### config.mk
export PLATFORM = sky130hd
export DESIGN_NAME = window_serializer
export DESIGN_NICKNAME = d
export VERILOG_FILES = /design/src/rtl/window_serializer.sv
export SDC_FILE = /design/constraint.sdc
export NUM_CORES = 1
export LEC_CHECK = 0
export BUFFER_PORTS_ARGS = -buffer_cell sky130_fd_sc_hd__buf_2
export CAP_MARGIN = 25
export CELL_PAD_IN_SITES_DETAIL_PLACEMENT = 0
export CELL_PAD_IN_SITES_GLOBAL_PLACEMENT = 1
export CORE_MARGIN = 2
export CORE_UTILIZATION = 44
export CTS_CLUSTER_DIAMETER = 80
export CTS_CLUSTER_SIZE = 25
export DETAILED_ROUTE_END_ITERATION = 12
export PLACE_DENSITY = 0.85
export SLEW_MARGIN = 25
export SYNTH_ARGS = -nofsm -noshare
export SYNTH_HDL_FRONTEND = slang
export SYNTH_SLANG_ARGS = --single-unit
### constraint.sdc
create_clock -name clk -period 2.5 [get_ports clk]
set_clock_uncertainty 0.15 [all_clocks]
set_input_delay 0.25 -clock clk [delete_from_list [all_inputs] [get_ports clk]]
set_output_delay 0.25 -clock clk [all_outputs]
set_load 0.005 [all_outputs]
### src/rtl/window_serializer.sv
// Captures the upstream FIFO's parallel window on request and streams the valid
// words out oldest first over a valid/ready handshake, tracking fill from write_en.
module window_serializer #(
    parameter int DEPTH = 4,
    parameter int WIDTH = 8
) (
    input  logic                       clk,
    input  logic                       rst,
    input  logic                       write_en,
    input  logic [WIDTH*DEPTH-1:0]     win_in,
    input  logic                       snap_req,
    output logic                       busy,
    output logic                       snap_err,
    output logic [$clog2(DEPTH+1)-1:0] fill_cnt,
    output logic                       out_valid,
    input  logic                       out_ready,
    output logic [WIDTH-1:0]           out_data,
    output logic                       out_last,
    output logic [$clog2(DEPTH)-1:0]   out_idx
);
    localparam int CW = $clog2(DEPTH + 1);
    localparam int IW = $clog2(DEPTH);
    localparam logic [CW-1:0] FULL = CW'(DEPTH);

    typedef enum logic {IDLE, SEND} state_t;

    state_t                 state_q, state_d;
    logic [WIDTH*DEPTH-1:0] snap_q, snap_d;
    logic [CW-1:0]          cnt_q, cnt_d;
    logic [CW-1:0]          fill_q, fill_d;
    logic [CW-1:0]          sel;
    logic [IW-1:0]          idx_q, idx_d;
    logic [WIDTH-1:0]       data_q, data_d;
    logic                   last_q, last_d;
    logic                   err_q, err_d;

    always_ff @(posedge clk or negedge rst) begin
        if (!rst) begin
            state_q <= IDLE;
            snap_q  <= '0;
            cnt_q   <= '0;
            fill_q  <= '0;
            idx_q   <= '0;
            data_q  <= '0;
            last_q  <= 1'b0;
            err_q   <= 1'b0;
        end else begin
            state_q <= state_d;
            snap_q  <= snap_d;
            cnt_q   <= cnt_d;
            fill_q  <= fill_d;
            idx_q   <= idx_d;
            data_q  <= data_d;
            last_q  <= last_d;
            err_q   <= err_d;
        end
    end

    // Output word is preselected one cycle ahead so out_data is purely registered.
    always_comb begin
        state_d = state_q;
        snap_d  = snap_q;
        cnt_d   = cnt_q;
        idx_d   = idx_q;
        data_d  = data_q;
        last_d  = last_q;
        err_d   = 1'b0;
        sel     = '0;
        fill_d  = (write_en && (fill_q != FULL)) ? fill_q + 1'b1 : fill_q;

        case (state_q)
            IDLE: begin
                if (snap_req) begin
                    if (fill_q != '0) begin
                        sel     = fill_q - 1'b1;
                        state_d = SEND;
                        snap_d  = win_in;
                        cnt_d   = fill_q;
                        idx_d   = '0;
                        data_d  = win_in[int'(sel)*WIDTH +: WIDTH];
                        last_d  = (fill_q == CW'(1));
                    end else begin
                        err_d = 1'b1;
                    end
                end
            end
            SEND: begin
                if (out_ready) begin
                    if (last_q) begin
                        state_d = IDLE;
                        idx_d   = '0;
                        data_d  = '0;
                        last_d  = 1'b0;
                    end else begin
                        // Next word index counts down from the oldest captured slot.
                        sel    = cnt_q - CW'(idx_q) - CW'(2);
                        idx_d  = idx_q + 1'b1;
                        data_d = snap_q[int'(sel)*WIDTH +: WIDTH];
                        last_d = ((CW'(idx_q) + CW'(2)) == cnt_q);
                    end
                end
            end
        endcase
    end

    assign busy      = (state_q == SEND);
    assign out_valid = (state_q == SEND);
    assign snap_err  = err_q;
    assign fill_cnt  = fill_q;
    assign out_data  = data_q;
    assign out_last  = last_q;
    assign out_idx   = idx_q;

endmodule

# Word level (Yosys, flattened, before mapping)
# Cells that the tools add are included.
[totals] reg_bits=51 output_inout_bits=17 in_bits=37 wordCells=50
[classes] addsub=6 bitwise=1 shifts=2 eq_ne=6 reduce_logical=4 n_mux=23
[ops] operator="$shiftx 32x7->8" n=2
[ops] operator="$mux 8" n=4
[ops] operator="$pmux 8 s2" n=1
[ops] operator="$mux 1" n=11
[ops] operator="$mux 2" n=4
[ops] operator="$ne 2x2->1 const B" n=3
[ops] operator="$reduce_and 3->1" n=2
[ops] operator="$pmux 1 s2" n=2
[ops] operator="$pmux 2 s2" n=1
[ops] operator="$add 2x2->3 const B" n=1
[ops] operator="$add 3x1->3 const B" n=1
[ops] operator="$eq 3x1->1 const B" n=1
[ops] operator="$eq 3x3->1" n=1
[ops] operator="$ne 3x3->1 const B" n=1
[ops] operator="$reduce_bool 3->1" n=1
[ops] operator="$sub 3x1->3 const B" n=1
[ops] operator="$sub 3x2->3" n=1
[ops] operator="$sub 3x2->3 const B" n=1
[ops] operator="$add 2x1->2 const B" n=1
[ops] operator="$logic_and 1x1->1" n=1
[ops] operator="$not 1->1" n=1

# Depth between registers and ports, before layout
# Gate-level depths: netlist of run 1.
[depth] depth_word=6 ltp_mapped=9 mapped_depth_nobuf=8

# Worst setup path after synthesis of run 1
# No wires, ideal clock.
[synth_path] path_kind="reg-to-reg" from="reg fill_q[0] (netlist: fill_cnt[0])" to="reg data_q[0] (netlist: out_data[0])" setup_time_ns=0.126 path_stages_with_launch=8 arrival_ns=1.932 path_slack_ns=0.292 n_path_buf=2 required_time_ns=2.224 period_less_slack_ns=2.208 cell_sequence="dfrtp_1 -> buf_6 -> inv_1 -> ha_1 -> clkbuf_1 -> mux4_2 -> nor2b_1 -> a221o_1"
[synth_via] elab_chain_len=5 elab_cells_between_ends=8 cone_classes="add/sub: 1; eq/ne: 1; shift: 1; mux: 3; reduce/logical: 2"
[synth_rtl] element="start, declared" line_no="30" text="logic [CW-1:0] fill_q, fill_d;"
[synth_rtl] element="start signal, assigned" line_no="51" text="fill_q <= fill_d;"
[synth_rtl] element="$sub 3x1->3" line_no="75" text="sel = fill_q - 1'b1;"
[synth_rtl] element="$shiftx 32x7->8" line_no="80" text="data_d = win_in[int'(sel)*WIDTH +: WIDTH];"
[synth_rtl] element="$mux 8" line_no="74" text="if (fill_q != '0) begin"
[synth_rtl] element="$mux 8" line_no="73" text="if (snap_req) begin"
[synth_rtl] element="$pmux 8 s2" line_no="71" text="case (state_q)"
[synth_rtl] element="end signal, assigned" line_no="53" text="data_q <= data_d;"
[synth_rtl] element="end, declared" line_no="33" text="logic [WIDTH-1:0] data_q, data_d;"
# Several ways; a longest one is shown, not always the timed one. The select of a mux whose other input is x is not followed.
# A chain may end at the register's enable or synchronous reset.

# Final worst setup path of run 1
[layout_path] from="reg idx_q[1] (netlist: out_idx[1])" to="reg data_q[1] (netlist: out_data[1])"
[layout_via] elab_chain_len=6
[layout_rtl] element="start, declared" line_no="32" text="logic [IW-1:0] idx_q, idx_d;"
[layout_rtl] element="start signal, assigned" line_no="52" text="idx_q <= idx_d;"
[layout_rtl] element="$sub 3x2->3 (2 in a row)" line_no="96" text="sel = cnt_q - CW'(idx_q) - CW'(2);"
[layout_rtl] element="$shiftx 32x7->8" line_no="98" text="data_d = snap_q[int'(sel)*WIDTH +: WIDTH];"
[layout_rtl] element="$mux 8" line_no="89" text="if (last_q) begin"
[layout_rtl] element="$mux 8" line_no="88" text="if (out_ready) begin"
[layout_rtl] element="$pmux 8 s2" line_no="71"
# Every way passes these cells. The select of a mux whose other input is x is not followed.

==> results of run 1 <==
-- state kept, by name, indices dropped and copies added (netlist names) --
| register | flops |
|---|---|
| busy | 1 |
| cnt_q | 3 |
| fill_cnt | 3 |
| out_data | 8 |
| out_idx | 2 |
| out_last | 1 |
| snap_err | 1 |
| snap_q | 32 |
-- kinds of logic (layout without fill, tap and decap cells) --
logic type,count (synthesis),in the layout,share of synthesized area
mux,48,48,0.281
xor+xnor,4,4,0.0137
flops,51,51,0.498
buf+inv,16,74,0.0376
fa+ha+maj,7,7,0.0342
compound gates,23,23,0.0678
simple gates,33,33,0.0678
-- through the flow --
stage | util | hold slack, ns
after floorplan | - | -0.196
after CTS | 0.539 | 0.00342
after detailed placement | 0.521 | 0.0447
after global placement | 0.521 | 0.0480
final | 0.539 | 0.0129
after global routing | 0.539 | 0.00601
-- how the worst max path moves through the flow --
stage,startpoint,endpoint,slack [ns],cells after the start
2_1_floorplan,fill_cnt[0],out_data[0],0.29,7
3_3_place_gp,out_idx[1],out_data[0],0.28,5
3_5_place_dp,out_idx[1],out_data[1],0.23,5
4_1_cts,out_idx[1],out_data[1],0.22,5
5_1_grt,out_idx[1],out_data[1],0.15,5
6_report,out_idx[1],out_data[1],0.23,5
-- routing by layer --
metal,wire length [um],share of wire,vias to the layer above
met2,2570,0.51,39
met1,2270,0.45,842
li1,-,-,785
met4,27,0.0053,0
met3,188,0.037,4
met5,0,0,-
-- cell usage after synthesis, drive strengths merged (2+ instances only) --
cell | count | share of area
dfrtp | 51 | 0.50
mux2 | 32 | 0.14
mux4 | 16 | 0.14
nand2 | 13 | 0.019
nor2b | 11 | 0.028
a221o | 8 | 0.031
buf | 8 | 0.026
o21ai | 8 | 0.017
ha | 7 | 0.034
inv | 6 | 0.0088
nand2b | 4 | 0.0098
xnor2 | 3 | 0.010
a21boi | 2 | 0.0059
a21oi | 2 | 0.0039
clkbuf | 2 | 0.0029
nor2 | 2 | 0.0039
-- power breakdown --
group | total [mW] | switching, mW | internal (mW)
logic | 1.97 | 0.836 | 1.14
registers | 1.46 | 0.241 | 1.21
clock network | 0.474 | 0.273 | 0.201
-- worst reg2reg max path, delay by kind of cell (launching register included) --
family / cells / cell delay (ns)
multiplexers: 1 / 0.37
buffers and inverters: 1 / 0.05
AO/OA/AOI/OAI: 1 / 0.33
adder cells (fa/ha/maj): 2 / 0.82
flip-flops: 1 / 0.45
-- final cells by class --
class	count	area share
Sequential cell	51	0.425
Inverter	6	0.00750
Clock inverter	3	0.00750
Tap cell	72	0.0300
Clock buffer	5	0.0229
Timing Repair Buffer	60	0.111
Multi-Input combinational cell	115	0.397
==> out/qor.yml, run 1 <==
worstSetupEndpointType: "flop"
stdcell_count: 312
clk_path_buf_depth: 2
slew-limit-headroom: 0.678
finalHoldViolCount: 0
synth_edf_count: 0
cts_buffers: 5
grt_max_degree: 39
synth_warnings: 0
wl_per_cell_um: 16.2
tns_ns: 0
r2r_end: "out_data[1]"
synth_area_per_cell_sq_um: 14.1
arrival_ns: 2.30
ctsRootBufferMaster: "clkbuf_8"
diodes: 0
place.gp.congestion: 0.839
power_mw: 3.90
num_io_pins: 54
design.core.area_sq_um: 5570
cp_cell_sequence: "ha_1 -> inv_1 -> ha_1 -> mux4_2 -> a221o_1"
grt-ovfl-total: 0
drt_iter0_markers: 28
met1_usage: 0.226
seq_area_frac_synth: 0.498
outcome: "finished clean"
clk_latency_ns: 0.30
viasPerCell: 5.35
cts_setup_buffers: 0
cts_max_level: 2
start_util: 0.460
final_cell_area_sq_um: 3000
multi_input_area_sq_um: 1190
finalSetupViolations: 0
rsz0062_at_grt: "false"
vias: 1670
syn-num-nets: 226
cts.sinks: 51
fmax_mhz: 441
fin_ws_ns: 0.231
drcViolationCount: 0
ys_ff_latch: 51
max_stage_delay_ns: 0.51
fin_crit_sh: 0.908
rr_startpoint: "out_idx[1]"
required_ns: 2.53
die_area_sq_um: 6450
antenna_found_initial: 0
final_common_cell: "buf_2"
dr.pass1.iters: 4
drt_wl_total_mm: 5.06
clkSlewWorstSetupHoldPaths_ns: 0.09
placed_cell_area_sq_um: 2900
rows: 27
rrSetupSlack_ns: 0.23
hp-class: "input port to flop"
grt_pass1_vias: 1744
leakage_nw: 1.37
crit_top_cell: "ha_1"
whs_endpoint: "fill_cnt[2]"
grt-busiest-layer: "met2"
slew_viol_final: 0
r2r_cells: 5
worst_pin_slew_ns: 0.483
cts_tree: "done"
crit_buf_inv: 1
track_usage: 0.173
final_nets: 283
period_minus_slack_ns: 2.27
min_from: "write_en"
place.detailed.hpwl_mm: 3.74
critPathMaxFanout: 8
cts_resized: 0
nFillCells: 497
power_density_nw_per_um2: 1300
die_x_um: 80.3
preCtsSetupSlack_ns: 0.235
final_cell_mix: "53 x buf_2, 51 x dfrtp_1, 18 x mux2_2"
syn2layout_area_growth_pct: 17.2
grt_pass1_wl_mm: 8.44
port-buffer-count: 53
maxCapViolations: 0
hold_depth: 2
dp_cells: 303
synthDistinctLibCells: 32
synthCells: 182
dieHeight_um: 80.3
ir_drop_uv: 671
cpMaxStageDelayCell: "ha_1"
met3_usage: 0.0326
drive_gt1_frac: 0.433
ys_dominant_reg_cell: "dfrtp_1"
register_area_sq_um: 1280
critPathTopFamily: "adder cells"
cts_hold_buffers: 1
synth_area_sq_um: 2560
synth-async-reset-ratio: 1.00
criticalPathCategory: "flop to flop"
start_kind: "flop"
final_antenna_net_count: 0
grtUsageMet2: 0.304
Power figures use the tool's default switching activity.
==> run 2: changes to the inputs <==
Clock period 2.5 ns to 2.13 ns, I/O delays scaled along.
==> out/qor.yml, run 2 (synthesis gave the netlist of run 1 again) <==
outcome: "finished clean"  # unchanged
maxCapViolations: 0  # unchanged
r2r_cells: 4  # was 5
grt_pass1_vias: 1876  # was 1744
hp-class: "input port to flop"  # unchanged
antenna_found_initial: 0  # unchanged
cts.sinks: 51  # unchanged
cts_max_level: 2  # unchanged
required_ns: 2.18  # was 2.53 ns
final_cell_mix: "53 x buf_2, 51 x dfrtp_1, 28 x dlygate4sd3_1"  # was 53 x buf_2, 51 x dfrtp_1, 18 x mux2_2
ir_drop_uv: 776  # was 671 uV
top_register: "snap_q"  # unchanged
place.detailed.hpwl_mm: 3.62  # was 3.74 mm
hold_depth: 2  # unchanged
slew-limit-headroom: 0.739  # was 0.678
rrSetupSlack_ns: 0.12  # was 0.23 ns
r2r_end: "out_data[5]"  # was out_data[1]
leakage_nw: 1.51  # was 1.37 nW
power_mw: 4.88  # was 3.90 mW
die_x_um: 80.3  # unchanged
grt-ovfl-total: 0  # unchanged
worst_pin_slew_ns: 0.388  # was 0.483 ns
holdWs_ns: 0.000901  # was 0.0129 ns
final_nets: 313  # was 283
grt_pass1_wl_mm: 9.38  # was 8.44 mm
slew_viol_final: 0  # unchanged
vias: 1819  # was 1670
fin_crit_sh: 0.944  # was 0.908
drive_gt1_frac: 0.404  # was 0.433
design.core.area_sq_um: 5570  # unchanged
cpMaxStageDelayCell: "mux4_2"  # was ha_1
drt_iter0_markers: 71  # was 28
grt_max_degree: 52  # was 39
cts_buffers: 5  # unchanged
drt_wl_total_mm: 5.62  # was 5.06 mm
viasPerCell: 5.32  # was 5.35
port-buffer-count: 53  # unchanged
arrival_ns: 2.06  # was 2.30 ns
wl_per_cell_um: 16.4  # was 16.2 um
largest_reg_flops: 32  # unchanged
max_stage_delay_ns: 0.50  # was 0.51 ns
rr_startpoint: "out_idx[0]"  # was out_idx[1]
clk_path_buf_depth: 2  # unchanged
track_usage: 0.198  # was 0.173
diodes: 0  # unchanged
clk_latency_ns: 0.32  # was 0.30 ns
criticalPathCategory: "flop to flop"  # unchanged
start_kind: "flop"  # unchanged
clkSlewWorstSetupHoldPaths_ns: 0.10  # was 0.09 ns
final_core_util: 0.600  # was 0.539
final_common_cell: "buf_2"  # unchanged
final_antenna_net_count: 0  # unchanged
fmax_mhz: 497  # was 441 MHz
cp_cell_sequence: "ha_1 -> buf_12 -> mux4_2 -> a221o_1"  # was ha_1 -> inv_1 -> ha_1 -> mux4_2 -> a221o_1
drcViolationCount: 0  # unchanged
worstSetupEndpointType: "flop"  # unchanged
finalSetupViolations: 0  # unchanged
cts_tree: "done"  # unchanged
start_util: 0.460  # unchanged
dieHeight_um: 80.3  # unchanged
die_area_sq_um: 6450  # unchanged
power_density_nw_per_um2: 1460  # was 1300 nW/um^2
ctsRootBufferMaster: "clkbuf_8"  # unchanged
syn2layout_area_growth_pct: 30.4  # was 17.2%
period_minus_slack_ns: 2.01  # was 2.27 ns
min_from: "win_in[8]"  # was write_en
dr.pass1.iters: 4  # unchanged
num_io_pins: 54  # unchanged
place.gp.congestion: 0.764  # was 0.839
finalHoldViolCount: 0  # unchanged
rows: 27  # unchanged
critPathMaxFanout: 8  # unchanged
whs_endpoint: "snap_q[8]"  # was fill_cnt[2]
rsz0062_at_grt: "false"  # unchanged
==> run 2: cell count changes in the layout (fill, tap and decap cells not counted), sizes merged <==
cell         before  now
clkinv            2    1
dlygate4sd3       1   28
buf              59   62
inv               7    8
==> run 2: how the worst max path moves through the flow <==
stage,startpoint,to,slack [ns],depth (start not counted)
final,out_idx[0],out_data[5],0.12,4
after detailed placement,out_idx[1],out_data[7],-0.06,5
after global placement,out_idx[1],out_data[0],-0.02,5
after floorplan,fill_cnt[0],out_data[0],0.06,7
after CTS,out_idx[1],out_data[5],0.008,5
after global routing,cnt_q[1],out_data[7],0.02,8
==> run 2: power by group <==
part           switching, mW  total, mW  internal [mW]
logic                   1.09       2.60           1.52
clock network          0.354      0.593          0.238
registers              0.265       1.69           1.42
==> run 2: repair_timing <==
action	4_1_cts	5_1_grt
endpoints found under the setup margin	8	8
hold buffers	25	3
hold endpoints to repair	75	3
buffers inserted	0	0
gates resized for setup	1	3
gates cloned	0	0
==> run 2: cell type report <==
| type | count | area, sq um |
|---|---|---|
| Inverter | 6 | 22.5 |
| Clock inverter | 3 | 22.5 |
| Tap cell | 72 | 90.1 |
| Timing Repair Buffer | 90 | 651 |
| Multi-Input combinational cell | 115 | 1210 |
| Fill cell | 472 | 2230 |
| Clock buffer | 5 | 68.8 |
| Sequential cell | 51 | 1280 |
==> run 2: worst max-delay path, delay by kind of cell (launching register included) <==
| family | cells | cell delay (ns) |
|---|---|---|
| compound gates | 1 | 0.33 |
| mux | 1 | 0.50 |
| fa+ha+maj | 1 | 0.35 |
| buf+inv | 1 | 0.16 |
| flops | 1 | 0.41 |
==> run 2: routing by layer <==
layer / routed length, um / GRT usage / vias to the layer above
met4: 94 / 0.0746 / 0
met1: 2430 / 0.266 / 914
met2: 2800 / 0.321 / 53
met5: 0 / 0 / -
li1: - / - / 845
met3: 291 / 0.0337 / 7
==> run 2: stage by stage <==
stage	std cells	cell area [sq um]	setup TNS, ns	setup WS (ns)
CTS	339	3290	0	0.00774
floorplan	182	2570	0	0.0610
finish	342	3340	0	0.119
global placement	306	2950	-0.143	-0.0186
detailed placement	306	2950	-0.444	-0.0621
global route	342	3340	0	0.0190
==> run 3: changes to the inputs <==
Settings changed: ABC_AREA set to 1, CORE_UTILIZATION 44 to 40, PLACE_DENSITY 0.85 to 0.86.
==> out/qor.yml, run 3 <==
outcome: "finished clean"  # unchanged
synth_common_cells: "192 x nand2_1, 51 x dfrtp_1, 44 x nand3_1"  # was 51 x dfrtp_1, 18 x mux2_2, 16 x mux4_2
synth_warnings: 0  # unchanged
drive_gt1_frac: 0.171  # was 0.404
rows: 30  # was 27
start_util: 0.412  # was 0.460
cts_buffers: 5  # unchanged
required_ns: 2.18  # about the same
grt_pass1_vias: 2558  # was 1876
final_nets: 511  # was 313
fmax_mhz: 506  # was 497 MHz
yosysTopAreaCell: "dfrtp_1"  # unchanged
hp-class: "input port to flop"  # unchanged
clk_latency_ns: 0.30  # was 0.32 ns
syn2layout_area_growth_pct: 26.5  # was 30.4%
fin_crit_sh: 0.927  # was 0.944
synth_top_area_share: 0.456  # was 0.498
clk_path_buf_depth: 2  # unchanged
rsz0062_at_grt: "false"  # unchanged
arrival_ns: 2.02  # was 2.06 ns
finalSetupViolations: 0  # unchanged
dieHeight_um: 87.7  # was 80.3 um
dr.pass1.iters: 5  # was 4
largest_reg_flops: 32  # unchanged
synthDistinctLibCells: 24  # was 32
cts_tree: "done"  # unchanged
start_kind: "flop"  # unchanged
antenna_found_initial: 0  # unchanged
yosys-top-cells-area: "dfrtp_1 46%, nand2_1 26%, nand3_1 7.9%"  # was dfrtp_1 50%, mux4_2 14%, mux2_2 7.9%
power_density_nw_per_um2: 1520  # was 1460 nW/um^2
final_cell_mix: "192 x nand2_1, 53 x buf_2, 51 x dfrtp_1"  # was 53 x buf_2, 51 x dfrtp_1, 28 x dlygate4sd3_1
crit_buf_inv: 2  # was 1
drt_wl_total_mm: 7.38  # was 5.62 mm
diodes: 0  # unchanged
final_antenna_net_count: 0  # unchanged
stdcell_count: 564  # was 342
cp_cell_sequence: "ha_1 -> inv_1 -> ha_1 -> inv_2 -> nand3_1 -> nand2_1 -> nor2_1 -> nor2_1 -> nor2_1"  # was ha_1 -> buf_12 -> mux4_2 -> a221o_1
critPathTopFamily: "adder cells"  # was multiplexers
ctsRootBufferMaster: "clkbuf_8"  # unchanged
finalHoldViolCount: 0  # unchanged
synth_area_per_cell_sq_um: 7.30  # was 14.1 sq um
die_area_sq_um: 7690  # was 6450 sq um
max_stage_delay_ns: 0.45  # was 0.50 ns
track_usage: 0.207  # was 0.198
syn-num-nets: 428  # was 226
rrSetupSlack_ns: 0.16  # was 0.12 ns
worst_pin_slew_ns: 0.930  # was 0.388 ns
period_minus_slack_ns: 1.97  # was 2.01 ns
wl_per_cell_um: 13.1  # was 16.4 um
grt_pass1_wl_mm: 12.4  # was 9.38 mm
place.gp.congestion: 0.801  # was 0.764
die_x_um: 87.7  # was 80.3 um
slew_viol_final: 0  # unchanged
power_mw: 5.38  # was 4.88 mW
design.core.area_sq_um: 6790  # was 5570 sq um
place.detailed.hpwl_mm: 4.88  # was 3.62 mm
port-buffer-count: 53  # unchanged
placed_cell_area_sq_um: 3130  # was 2950 sq um
cts.sinks: 51  # unchanged
drcViolationCount: 0  # unchanged
top_register: "snap_q"  # unchanged
synth_edf_count: 0  # unchanged
critPathMaxFanout: 8  # unchanged
final_core_util: 0.522  # was 0.600
drt_iter0_markers: 190  # was 71
grt-ovfl-total: 0  # unchanged
worstSetupEndpointType: "flop"  # unchanged
slew-limit-headroom: 0.380  # was 0.739
synth_area_sq_um: 2800  # was 2560 sq um
final_cell_area_sq_um: 3540  # was 3340 sq um
grt_max_degree: 52  # unchanged
criticalPathCategory: "flop to flop"  # unchanged
viasPerCell: 4.68  # was 5.32
cpMaxStageDelayCell: "dfrtp_1"  # was mux4_2
synthCells: 384  # was 182
num_io_pins: 54  # unchanged
vias: 2638  # was 1819
crit_top_cell: "nor2_1"
synth-async-reset-ratio: 1.00  # unchanged
cts_max_level: 2  # unchanged
final_common_cell: "nand2_1"  # was buf_2
ir_drop_uv: 484  # was 776 uV
tns_ns: 0  # unchanged
maxCapViolations: 0  # unchanged
seq_area_frac_synth: 0.456  # was 0.498
cts_setup_buffers: 0  # unchanged
ys_ff_latch: 51  # unchanged
leakage_nw: 1.87  # was 1.51 nW
dp_cells: 523  # was 306
ys_dominant_reg_cell: "dfrtp_1"  # unchanged
yosysMostFrequentCell: "nand2_1"  # was dfrtp_1
clkSlewWorstSetupHoldPaths_ns: 0.09  # was 0.10 ns
## run 3: changes by cell type in the layout (fill, tap and decap cells not counted), sizes merged, moves of 3 or more
cell	previous run	this run
nor2b	11	0
inv	8	17
mux2	32	0
nand2	13	193
xor2	1	4
nor2	2	36
nand2b	4	0
dlygate4sd3	28	33
xnor2	3	0
a221o	8	0
nand3	0	46
mux4	16	0
## run 3: area by class of cell
cell class	instances	area, sq um
Clock buffer	7	76.3
Clock inverter	1	5.00
Fill cell	685	3250
Inverter	18	75.1
Multi-Input combinational cell	297	1310
Sequential cell	51	1280
Tap cell	96	120
Timing Repair Buffer	94	681
## run 3: metal layers
metal  track usage  up-vias  routed length [um]
li1              -     1350                   -
met1         0.300     1201                3540
met2         0.331       82                3390
met3        0.0358        5                 409
met4        0.0406        0                  44
met5             0        -                   0
## run 3: worst min-delay path, cell delays in order
cell and delay [ns]:
buf_2 0.12, nand2_1 0.06, nor2_1 0.04
## run 3: logic make-up (layout without fill, tap and decap cells)
kind of cell / count (synthesis) / after routing / synth area share
AO/OA/AOI/OAI: 9 / 9 / 0.0174
XOR/XNOR: 4 / 4 / 0.0125
adder cells (fa/ha/maj): 7 / 7 / 0.0313
buffers and inverters: 36 / 120 / 0.0777
flip-flops: 51 / 51 / 0.456
multiplexers: 1 / 1 / 0.00357
AND/OR/NAND/NOR: 276 / 276 / 0.402
## run 3: where the power goes
part,total [mW],internal [mW],switching (mW)
combinational,3.12,1.14,1.98
sequential,1.71,1.42,0.284
clock,0.545,0.232,0.314
total,5.38,2.80,2.58
## run 3: what timing repair did
action                                 4_1_cts  5_1_grt
hold buffers                                33        0
endpoints found under the hold margin       83        0
setup endpoints to repair                    0        7
resized for setup                            0        2
## run 3: path summary, 6_finish.rpt
kind / start / end / depth (start not counted)
hold reg to reg: snap_q[18] / snap_q[18] / 2
setup reg to reg: out_idx[1] / out_data[5] / 9
min in group asynchronous: rst / fill_cnt[0] / 3
max in group asynchronous: rst / snap_q[27] / 3
setup / recovery: out_idx[1] / out_data[5] / 9
hold / removal: snap_req / snap_err / 3
## run 3: metrics by stage
stage | setup slack (ns) | hold slack [ns]
2_1_floorplan | 0.234 | -0.233
3_3_place_gp | 0.0444 | 0.0770
3_5_place_dp | 0.0192 | 0.0789
4_1_cts | 0.00383 | 0.00404
5_1_grt | 0.0424 | 0.00507
6_report | 0.155 | 0.00758
